$ cat config.mk
export PLATFORM = sky130hd
export DESIGN_NAME = ti3_present_sbox_pipe_flat
export DESIGN_NICKNAME = d
export VERILOG_FILES = /design/src/rtl/ti3_present_sbox_pipe_if.sv /design/src/rtl/ti3_present_sbox_pipe.sv /design/src/flat_wrapper.sv
export SDC_FILE = /design/constraint.sdc
export NUM_CORES = 2
export LEC_CHECK = 0
export BUFFER_PORTS_ARGS = -buffer_cell sky130_fd_sc_hd__buf_2
export CAP_MARGIN = 25
export CELL_PAD_IN_SITES_DETAIL_PLACEMENT = 1
export CELL_PAD_IN_SITES_GLOBAL_PLACEMENT = 2
export CORE_ASPECT_RATIO = 1.1
export CORE_UTILIZATION = 42
export DETAILED_ROUTE_END_ITERATION = 16
export PLACE_DENSITY_LB_ADDON = 0.1
export SYNTH_ARGS = -nofsm -noshare
export SYNTH_HDL_FRONTEND = slang
export SYNTH_SLANG_ARGS = --single-unit
$ cat constraint.sdc
create_clock -name clk -period 4.75 [get_ports clk]
set_input_delay 0.475 -clock clk [delete_from_list [all_inputs] [get_ports clk]]
set_output_delay 0.475 -clock clk [all_outputs]
set_load 0.1 [all_outputs]
$ cat src/rtl/ti3_present_sbox_pipe_if.sv
// Valid/ready stream bundle carrying three input shares, fresh randomness and
// three output shares for the masked PRESENT S-box layer.
interface ti3_present_sbox_pipe_if #(
    parameter int unsigned NUM_SBOX = 16
) ();
    localparam int unsigned RND_W = 16 * NUM_SBOX;

    logic                  in_valid;
    logic                  in_ready;
    logic [4*NUM_SBOX-1:0] in_sh0;
    logic [4*NUM_SBOX-1:0] in_sh1;
    logic [4*NUM_SBOX-1:0] in_sh2;
    logic [RND_W-1:0]      rnd;
    logic                  out_valid;
    logic                  out_ready;
    logic [4*NUM_SBOX-1:0] out_sh0;
    logic [4*NUM_SBOX-1:0] out_sh1;
    logic [4*NUM_SBOX-1:0] out_sh2;

    modport master (
        output in_valid, in_sh0, in_sh1, in_sh2, rnd, out_ready,
        input  in_ready, out_valid, out_sh0, out_sh1, out_sh2
    );

    modport slave (
        input  in_valid, in_sh0, in_sh1, in_sh2, rnd, out_ready,
        output in_ready, out_valid, out_sh0, out_sh1, out_sh2
    );
endinterface

$ cat src/rtl/ti3_present_sbox_pipe.sv
// Three-share threshold implementation of the PRESENT S-box layer, S = Q2(Q1(x)),
// as a 3-stage pipeline that advances as a whole under a single enable.
module ti3_present_sbox_pipe #(
    parameter int unsigned NUM_SBOX     = 16,
    parameter bit          ZERO_ON_IDLE = 1'b1,
    parameter int unsigned RND_W        = 16 * NUM_SBOX
) (
    input logic                    clk,
    input logic                    rst_n,
    ti3_present_sbox_pipe_if.slave bus
);
    localparam int unsigned W = 4 * NUM_SBOX;

    // Nine expanded nibbles per S-box; entry 3*i+j depends only on shares i and j.
    typedef logic [8:0][3:0] exp_t;

    // One cross term of a quadratic layer for share pair (a = share i, b = share j).
    // Bit order within a nibble is {x, y, z, w} = {[3], [2], [1], [0]}.
    function automatic logic [3:0] q_term(input logic       layer2,
                                          input logic [3:0] a,
                                          input logic [3:0] b,
                                          input logic       lin,
                                          input logic       cst);
        logic [3:0] g;
        logic [3:0] f;
        g[3] = lin & (a[2] ^ a[1] ^ a[0]);
        g[2] = (lin & (a[2] ^ a[1])) ^ cst;
        g[1] = (lin & (a[3] ^ a[1])) ^ cst ^ (a[2] & b[0]) ^ (a[1] & b[0]);
        g[0] = (lin & a[0]) ^ cst ^ (a[3] & b[2]) ^ (a[3] & b[1]) ^ (a[2] & b[1]);
        f[3] = (lin & (a[2] ^ a[1] ^ a[0])) ^ (a[3] & b[0]);
        f[2] = (lin & a[3]) ^ (a[1] & b[0]);
        f[1] = (lin & (a[2] ^ a[1])) ^ (a[3] & b[0]);
        f[0] = (lin & a[1]) ^ (a[2] & b[0]);
        return layer2 ? f : g;
    endfunction

    // Linear terms sit on the diagonal shares, the constant only on share (0,0).
    function automatic exp_t expand(input logic       layer2,
                                    input logic [3:0] s0,
                                    input logic [3:0] s1,
                                    input logic [3:0] s2);
        exp_t e;
        e[0] = q_term(layer2, s0, s0, 1'b1, 1'b1);
        e[1] = q_term(layer2, s0, s1, 1'b0, 1'b0);
        e[2] = q_term(layer2, s0, s2, 1'b0, 1'b0);
        e[3] = q_term(layer2, s1, s0, 1'b0, 1'b0);
        e[4] = q_term(layer2, s1, s1, 1'b1, 1'b0);
        e[5] = q_term(layer2, s1, s2, 1'b0, 1'b0);
        e[6] = q_term(layer2, s2, s0, 1'b0, 1'b0);
        e[7] = q_term(layer2, s2, s1, 1'b0, 1'b0);
        e[8] = q_term(layer2, s2, s2, 1'b1, 1'b0);
        return e;
    endfunction

    // Returns {sh2, sh1, sh0}; the two mask nibbles cancel in the share XOR.
    function automatic logic [11:0] compress(input exp_t e, input logic [7:0] r);
        logic [3:0] c0;
        logic [3:0] c1;
        logic [3:0] c2;
        c0 = e[0] ^ e[1] ^ e[2] ^ r[3:0];
        c1 = e[3] ^ e[4] ^ e[5] ^ r[7:4];
        c2 = e[6] ^ e[7] ^ e[8] ^ r[3:0] ^ r[7:4];
        return {c2, c1, c0};
    endfunction

    logic                    adv;
    logic                    e1_valid_q, e2_valid_q, out_valid_q;
    exp_t [NUM_SBOX-1:0]     e1_q, e1_d;
    exp_t [NUM_SBOX-1:0]     e2_q, e2_d;
    logic [RND_W-1:0]        e1_rnd_q;
    logic [8*NUM_SBOX-1:0]   e2_rnd_q, e2_rnd_d;
    logic [W-1:0]            out_sh0_q, out_sh1_q, out_sh2_q;
    logic [W-1:0]            out_sh0_d, out_sh1_d, out_sh2_d;

    assign adv           = ~out_valid_q | bus.out_ready;
    assign bus.in_ready  = adv;
    assign bus.out_valid = out_valid_q;
    assign bus.out_sh0   = out_sh0_q;
    assign bus.out_sh1   = out_sh1_q;
    assign bus.out_sh2   = out_sh2_q;

    for (genvar k = 0; k < NUM_SBOX; k++) begin : g_sbox
        logic [11:0] c1;
        logic [11:0] c2;

        assign e1_d[k] = expand(1'b0, bus.in_sh0[4*k +: 4], bus.in_sh1[4*k +: 4],
                                bus.in_sh2[4*k +: 4]);
        assign c1      = compress(e1_q[k], e1_rnd_q[16*k +: 8]);
        assign e2_d[k] = expand(1'b1, c1[3:0], c1[7:4], c1[11:8]);
        // Layer-2 masks ride along one stage so rnd is consumed only at acceptance.
        assign e2_rnd_d[8*k +: 8] = e1_rnd_q[16*k+8 +: 8];
        assign c2      = compress(e2_q[k], e2_rnd_q[8*k +: 8]);
        assign out_sh0_d[4*k +: 4] = c2[3:0];
        assign out_sh1_d[4*k +: 4] = c2[7:4];
        assign out_sh2_d[4*k +: 4] = c2[11:8];
    end

    always_ff @(posedge clk or negedge rst_n) begin
        if (!rst_n) begin
            e1_valid_q  <= 1'b0;
            e2_valid_q  <= 1'b0;
            out_valid_q <= 1'b0;
            e1_q        <= '0;
            e1_rnd_q    <= '0;
            e2_q        <= '0;
            e2_rnd_q    <= '0;
            out_sh0_q   <= '0;
            out_sh1_q   <= '0;
            out_sh2_q   <= '0;
        end else if (adv) begin
            e1_valid_q  <= bus.in_valid;
            e2_valid_q  <= e1_valid_q;
            out_valid_q <= e2_valid_q;

            if (bus.in_valid) begin
                e1_q     <= e1_d;
                e1_rnd_q <= bus.rnd;
            end else if (ZERO_ON_IDLE) begin
                e1_q     <= '0;
                e1_rnd_q <= '0;
            end

            if (e1_valid_q) begin
                e2_q     <= e2_d;
                e2_rnd_q <= e2_rnd_d;
            end else if (ZERO_ON_IDLE) begin
                e2_q     <= '0;
                e2_rnd_q <= '0;
            end

            if (e2_valid_q) begin
                out_sh0_q <= out_sh0_d;
                out_sh1_q <= out_sh1_d;
                out_sh2_q <= out_sh2_d;
            end else if (ZERO_ON_IDLE) begin
                out_sh0_q <= '0;
                out_sh1_q <= '0;
                out_sh2_q <= '0;
            end
        end
    end
endmodule

$ cat src/flat_wrapper.sv
// flat-port wrapper written by rule: the top's interface ports become plain ports
module ti3_present_sbox_pipe_flat 
#(
    parameter int unsigned NUM_SBOX     = 16,
    parameter bit          ZERO_ON_IDLE = 1'b1,
    parameter int unsigned RND_W        = 16 * NUM_SBOX
)
  (clk, rst_n, bus_in_valid, bus_in_sh0, bus_in_sh1, bus_in_sh2, bus_rnd, bus_out_ready, bus_in_ready, bus_out_valid, bus_out_sh0, bus_out_sh1, bus_out_sh2);
  ti3_present_sbox_pipe_if #(.NUM_SBOX(NUM_SBOX)) bus_i ();
  input logic clk;
  input logic rst_n;
  input wire logic [$bits(bus_i.in_valid)-1:0] bus_in_valid;
  input wire logic [$bits(bus_i.in_sh0)-1:0] bus_in_sh0;
  input wire logic [$bits(bus_i.in_sh1)-1:0] bus_in_sh1;
  input wire logic [$bits(bus_i.in_sh2)-1:0] bus_in_sh2;
  input wire logic [$bits(bus_i.rnd)-1:0] bus_rnd;
  input wire logic [$bits(bus_i.out_ready)-1:0] bus_out_ready;
  output wire logic [$bits(bus_i.in_ready)-1:0] bus_in_ready;
  output wire logic [$bits(bus_i.out_valid)-1:0] bus_out_valid;
  output wire logic [$bits(bus_i.out_sh0)-1:0] bus_out_sh0;
  output wire logic [$bits(bus_i.out_sh1)-1:0] bus_out_sh1;
  output wire logic [$bits(bus_i.out_sh2)-1:0] bus_out_sh2;
  assign bus_i.in_valid = bus_in_valid;
  assign bus_i.in_sh0 = bus_in_sh0;
  assign bus_i.in_sh1 = bus_in_sh1;
  assign bus_i.in_sh2 = bus_in_sh2;
  assign bus_i.rnd = bus_rnd;
  assign bus_i.out_ready = bus_out_ready;
  assign bus_in_ready = bus_i.in_ready;
  assign bus_out_valid = bus_i.out_valid;
  assign bus_out_sh0 = bus_i.out_sh0;
  assign bus_out_sh1 = bus_i.out_sh1;
  assign bus_out_sh2 = bus_i.out_sh2;
  ti3_present_sbox_pipe #(.NUM_SBOX(NUM_SBOX), .ZERO_ON_IDLE(ZERO_ON_IDLE), .RND_W(RND_W)) u_core (.clk(clk), .rst_n(rst_n), .bus(bus_i));
endmodule
=== After elaboration in Yosys (flattened, before gate mapping) ===
Index checks and enable logic that the tools add are counted.

* Flip-flop bits (word level): 1731
* Bits in latches: 0
* RAM bits: 0
* Memories: 0
* Word-level logic and storage cells: 2785
* Bits in read-only memories: 0
* Input bits: 452
* Output and inout port bits: 194

* Divide/modulo/power cells: 0
* Multipliers: 0
* Order comparisons: 0
* Equal/unequal tests: 0
* Reductions and logical operators: 0
* Muxes and demuxes: 7
* Add/sub/neg operators: 0
* Shift operators: 0
* Bitwise logic cells: 2482

{| class="wikitable"
|+ Operators with widths
! kind !! count
|-
| $xor 4x4->4 || 320
|-
| $and 1x1->1 || 1152
|-
| $mux 576 || 2
|-
| $xor 1x1->1 || 960
|-
| $mux 256 || 1
|-
| $mux 64 || 3
|-
| $mux 128 || 1
|-
| $not 1->1 || 49
|-
| $or 1x1->1 || 1
|}

=== Depth between registers and ports, before layout ===
* Word-level depth: 8
* Depth in mapped cells: 8
* Depth with buffers taken out: 5

=== Worst setup path before layout ===
No wires, ideal clock.

* Kind: reg-to-output
* Start point: register u_core.out_valid_q, in the netlist u_core.bus.out_valid
* End point: output bus_in_ready
* Stages on the path, launching flop included: 7
* Data required time: 4.275 ns
* Slack: 1.675 ns
* Arrival time: 2.600 ns
* Path buffers: 4
* Path through: dfrtp_1 -> nor2b_1 -> buf_2 -> inv_2 -> buf_2 -> buf_2 -> buf_1

* Word-level cells in the longest chain between the ends: 2

{| class="wikitable"
|+ RTL lines
! item !! line !! text
|-
| from (decl) || ti3_present_sbox_pipe.sv:67 || <nowiki>logic e1_valid_q, e2_valid_q, out_valid_q;</nowiki>
|-
| from (signal assigned) || ti3_present_sbox_pipe.sv:113 || <nowiki>out_valid_q <= e2_valid_q;</nowiki>
|-
| $not 1->1 || ti3_present_sbox_pipe.sv:75 || <nowiki>assign adv = ~out_valid_q | bus.out_ready;</nowiki>
|-
| $or 1x1->1 || ti3_present_sbox_pipe.sv:75 ||
|-
| to (decl) || flat_wrapper.sv:18 || <nowiki>output wire logic [$bits(bus_i.in_ready)-1:0] bus_in_ready;</nowiki>
|}

No other way between the ends.

=== Worst setup path in the final report ===
* Start point: register u_core.out_valid_q, in the netlist u_core.bus.out_valid
* End point: register u_core.e2_q[161] (netlist bit)

* Word-level cells in the longest chain between the ends: 2

{| class="wikitable"
|+ RTL lines
! item !! line !! text
|-
| $not 1->1 || ti3_present_sbox_pipe.sv:75 ||
|-
| $or 1x1->1 || ti3_present_sbox_pipe.sv:75 ||
|-
| to (signal assigned) || ti3_present_sbox_pipe.sv:105 || <nowiki>e2_q <= '0;</nowiki>
|-
| to (signal assigned) || ti3_present_sbox_pipe.sv:124 || <nowiki>e2_q <= e2_d;</nowiki>
|-
| to (signal assigned) || ti3_present_sbox_pipe.sv:127 || <nowiki>e2_q <= '0;</nowiki>
|-
| to (decl) || ti3_present_sbox_pipe.sv:69 || <nowiki>exp_t [NUM_SBOX-1:0] e2_q, e2_d;</nowiki>
|}

No other way between the ends.
A chain may end at the register's enable or synchronous reset.

==> flow_metrics.env <==
export IMPL_grt_overflow=0
export IMPL_rsz0062_at_grt="no"
export IMPL_setup_ws_ns=1.87
export IMPL_antenna_found_initial=47
export IMPL_dp_slack_ns=1.65
export IMPL_drtPass1Iterations=7
export IMPL_r2r_slack_ns=1.87
export IMPL_final_area_um2=86500
export IMPL_drive_gt1_share_pct=14.1
export IMPL_cts_root_buffer="clkbuf_16"
export IMPL_synth_seq_cells=1443
export IMPL_vias=54500
export IMPL_insertion_delay_ns=0.80
export IMPL_slew_limit_headroom_pct=20.0
export IMPL_yosys_warnings=0
export IMPL_cts_sink_count=1443
export IMPL_holdPathEnd="u_core.e1_rnd_q[49]"
export IMPL_ios=646
export IMPL_grt_pass1_vias=57400
export IMPL_place_hpwl_um=150000
export IMPL_max_stage_delay_ns=0.77
export IMPL_critPathKind="reg -> reg"
export IMPL_critical_path_cell_chain="nor2b_4, inv_8, nand2_4, buf_4, o21ai_1"
export IMPL_cap_violations=0
export IMPL_rr_startpoint="u_core.bus.out_valid"
export IMPL_hold_violations=0
export IMPL_startpoint_type="flip-flop"
export IMPL_post_cts_setup_buffer_count=0
export IMPL_crit_path_end_kind="flip-flop"
export IMPL_cts_tree="built"
export IMPL_outcome="complete, no violations"
export IMPL_numCtsBuffers=163
export IMPL_synth_distinct_cells=34
export IMPL_ant_nets=0
export IMPL_powerDensity_nw_per_um2=644
export IMPL_r2r_cells=5
export IMPL_cpMaxStageDelayCell="buf_4"
export IMPL_placed_cell_area_um2=78400
export IMPL_area_growth_pct=18.5
export IMPL_grt_pass1_wl_um=341000
export IMPL_setup_tns_final_ns=0
export IMPL_grt_max_degree=224
export IMPL_detail_route_iter0_violations=2989
export IMPL_critPathMaxFanout=83
export IMPL_rr_endpoint="u_core.e2_q[161]"
export IMPL_path_delay_family="buffers and inverters"
export IMPL_wl_um=219000
export IMPL_htreeDepth=4
export IMPL_fmax_mhz=347
export IMPL_critPathRequiredTime_ns=5.38
export IMPL_min_period_ns=2.88
export IMPL_drc_errors=0
export IMPL_synthCells=7402
export IMPL_rows=160
export IMPL_gp_congestion=0.818
export IMPL_critPathLaunch="u_core.bus.out_valid"
export IMPL_clkTransAtPathRegs_ns=0.06
export IMPL_nNetsFinal=8688
export IMPL_finalCritPeriodShare_pct=60.7
export IMPL_drv_slew=0
export IMPL_tightest_slew_ns=1.20
export IMPL_synth_area_um2=73000
export IMPL_die_area_um2=176000
export IMPL_avgViaCountPerCell=5.16
export IMPL_setup_viol=0
export IMPL_ys_seq_area_share_pct=49.5
export IMPL_min_from="bus_rnd[49]"
export IMPL_syn_avg_cell_area_um2=9.86
export IMPL_clock_path_buffers=3
export IMPL_worstPathArrival_ns=3.51
export IMPL_wl_per_cell_um=20.7
export IMPL_grt_usage_pct=25.0
export IMPL_ir_worst_vdd_uv=392
export IMPL_die_x_um=400
export IMPL_skew_ns=0.0235
export IMPL_fillers=19300
export IMPL_critical_path_buf_inv_count=2
export IMPL_coreArea_um2=173000
export IMPL_floorplan_initialDensity_pct=42.3
export IMPL_p_leak_nw=39.5
export IMPL_synth_nets=7950
export IMPL_port_buffers=645
export IMPL_die_h_um=439
export IMPL_whs_path_depth=3
export IMPL_hp_class="in -> reg"
-- cell usage after synthesis, drive strengths merged --
cell type  instances  share of area (%)
nand2           1725                8.9
dfrtp           1443                 49
xnor2           1213                 15
o21ai            904                6.2
xor2             344                4.2
clkbuf           310                1.6
nand3            288                2.0
a22o             224                2.7
nor2             200                1.0
mux2             113                1.7
ha                96                1.6
nand2b            89               0.76
a22oi             84               0.86
buf               81               0.53
and3              48               0.41
inv               48               0.25
nor2b             38               0.33
o31ai             32               0.33
xnor3             32                1.0
or2               27               0.23
a21o              23               0.24
nand3b            16               0.16
a21oi             12              0.082
nor3b             11               0.11
and2               1             0.0086
-- cells in the final DEF, fill, tap and decap left out, drive strengths merged --
cell | netlist | layout
dlygate4sd3 | 0 | 256
mux2 | 113 | 113
dfrtp | 1443 | 1443
o21ai | 904 | 904
nor3b | 11 | 11
a22o | 224 | 224
nand3 | 288 | 288
nand3b | 16 | 16
nand2b | 89 | 89
a21o | 23 | 23
inv | 48 | 57
a22oi | 84 | 84
or2 | 27 | 27
nor2b | 38 | 38
clkinvlp | 0 | 3
bufinv | 0 | 16
xor2 | 344 | 344
and2 | 1 | 1
clkinv | 0 | 25
diode | 0 | 21
a21oi | 12 | 12
nor2 | 200 | 200
nand2 | 1725 | 1725
and3 | 48 | 48
xnor3 | 32 | 32
xnor2 | 1213 | 1213
o31ai | 32 | 32
ha | 96 | 96
buf | 81 | 708
clkbuf | 310 | 243
-- flip-flops by register name, indices dropped and copies added, names as in the netlist --
name	cells
u_core.bus.out_sh2	64
u_core.bus.out_valid	1
u_core.e1_valid_q	1
u_core.e1_q	384
u_core.bus.out_sh1	64
u_core.e1_rnd_q	256
u_core.bus.out_sh0	64
u_core.e2_valid_q	1
u_core.e2_q	480
u_core.e2_rnd_q	128
-- report_power, final --
part | internal [mW] | total [mW] | switching, mW
registers | 15.5 | 18.1 | 2.59
clock network | 7.83 | 13.1 | 5.29
logic | 8.37 | 24.5 | 16.2
total | 31.7 | 55.7 | 24.1
-- metal layers --
layer  up-vias  share of wire, %  global-route usage, %
met5         -             0.050                      0
met3       285               4.3                   4.08
met4        18               2.4                   6.61
met1     27400                47                   35.6
li1      25900                 -                      -
met2       947                46                   39.3
-- cell families (layout without fill, tap and decap cells) --
logic type	after synthesis	in the layout	synth area share, %
adders and majority gates	96	96	1.65
DFF	1443	1443	49.5
other	0	21	0
xor gates and xnor gates	1589	1589	20.5
muxes	113	113	1.74
buffers and inverters	439	1308	2.37
AOI/OAI and AO/OA	1279	1279	10.4
and+or+nand+nor	2443	2443	13.9
-- stage by stage --
stage	total power, mW	std cells	hold WS, ns	utilization (%)
2_1_floorplan	36.3	7402	0.179	-
3_3_place_gp	42.3	9987	0.451	45.4
3_5_place_dp	42.8	9987	0.457	45.4
4_1_cts	56.4	10500	0.00293	50.1
5_1_grt	58.9	10600	0.0170	50.1
6_report	55.7	10600	0.0437	50.1
-- how the worst max path moves through the flow --
stage               cells after the start  slack [ns]                to
finish                                  5        1.87  u_core.e2_q[161]
global route                            5        1.72  u_core.e2_q[127]
CTS                                     3        1.80      bus_in_ready
floorplan                               6        1.68      bus_in_ready
detailed placement                      6        1.65  u_core.e2_q[161]
global placement                        6        1.73  u_core.e2_q[127]
-- worst min-delay path, delay by kind of cell --
| family | cells | cell delay, ns |
|---|---|---|
| AND/OR/NAND/NOR | 2 | 0.22 |
| buffers and inverters | 1 | 0.10 |
-- final cells by class --
type | instances | area, µm² | share of cell area, %
Inverter | 48 | 188 | 0.217
Tap cell | 2268 | 2840 | 3.28
Clock buffer | 243 | 4770 | 5.52
Multi-Input combinational cell | 5520 | 35200 | 40.7
Antenna cell | 21 | 52.6 | 0.0607
Clock inverter | 53 | 759 | 0.878
Timing Repair Buffer | 964 | 6610 | 7.64
Sequential cell | 1443 | 36100 | 41.7
-- repair_timing --
action	in CTS	in global routing
hold endpoints to repair	344	0
endpoints found under the setup margin	0	0
resized for setup	0	0
hold buffers	256	0
No activity file was read; power rests on OpenSTA's default activity.
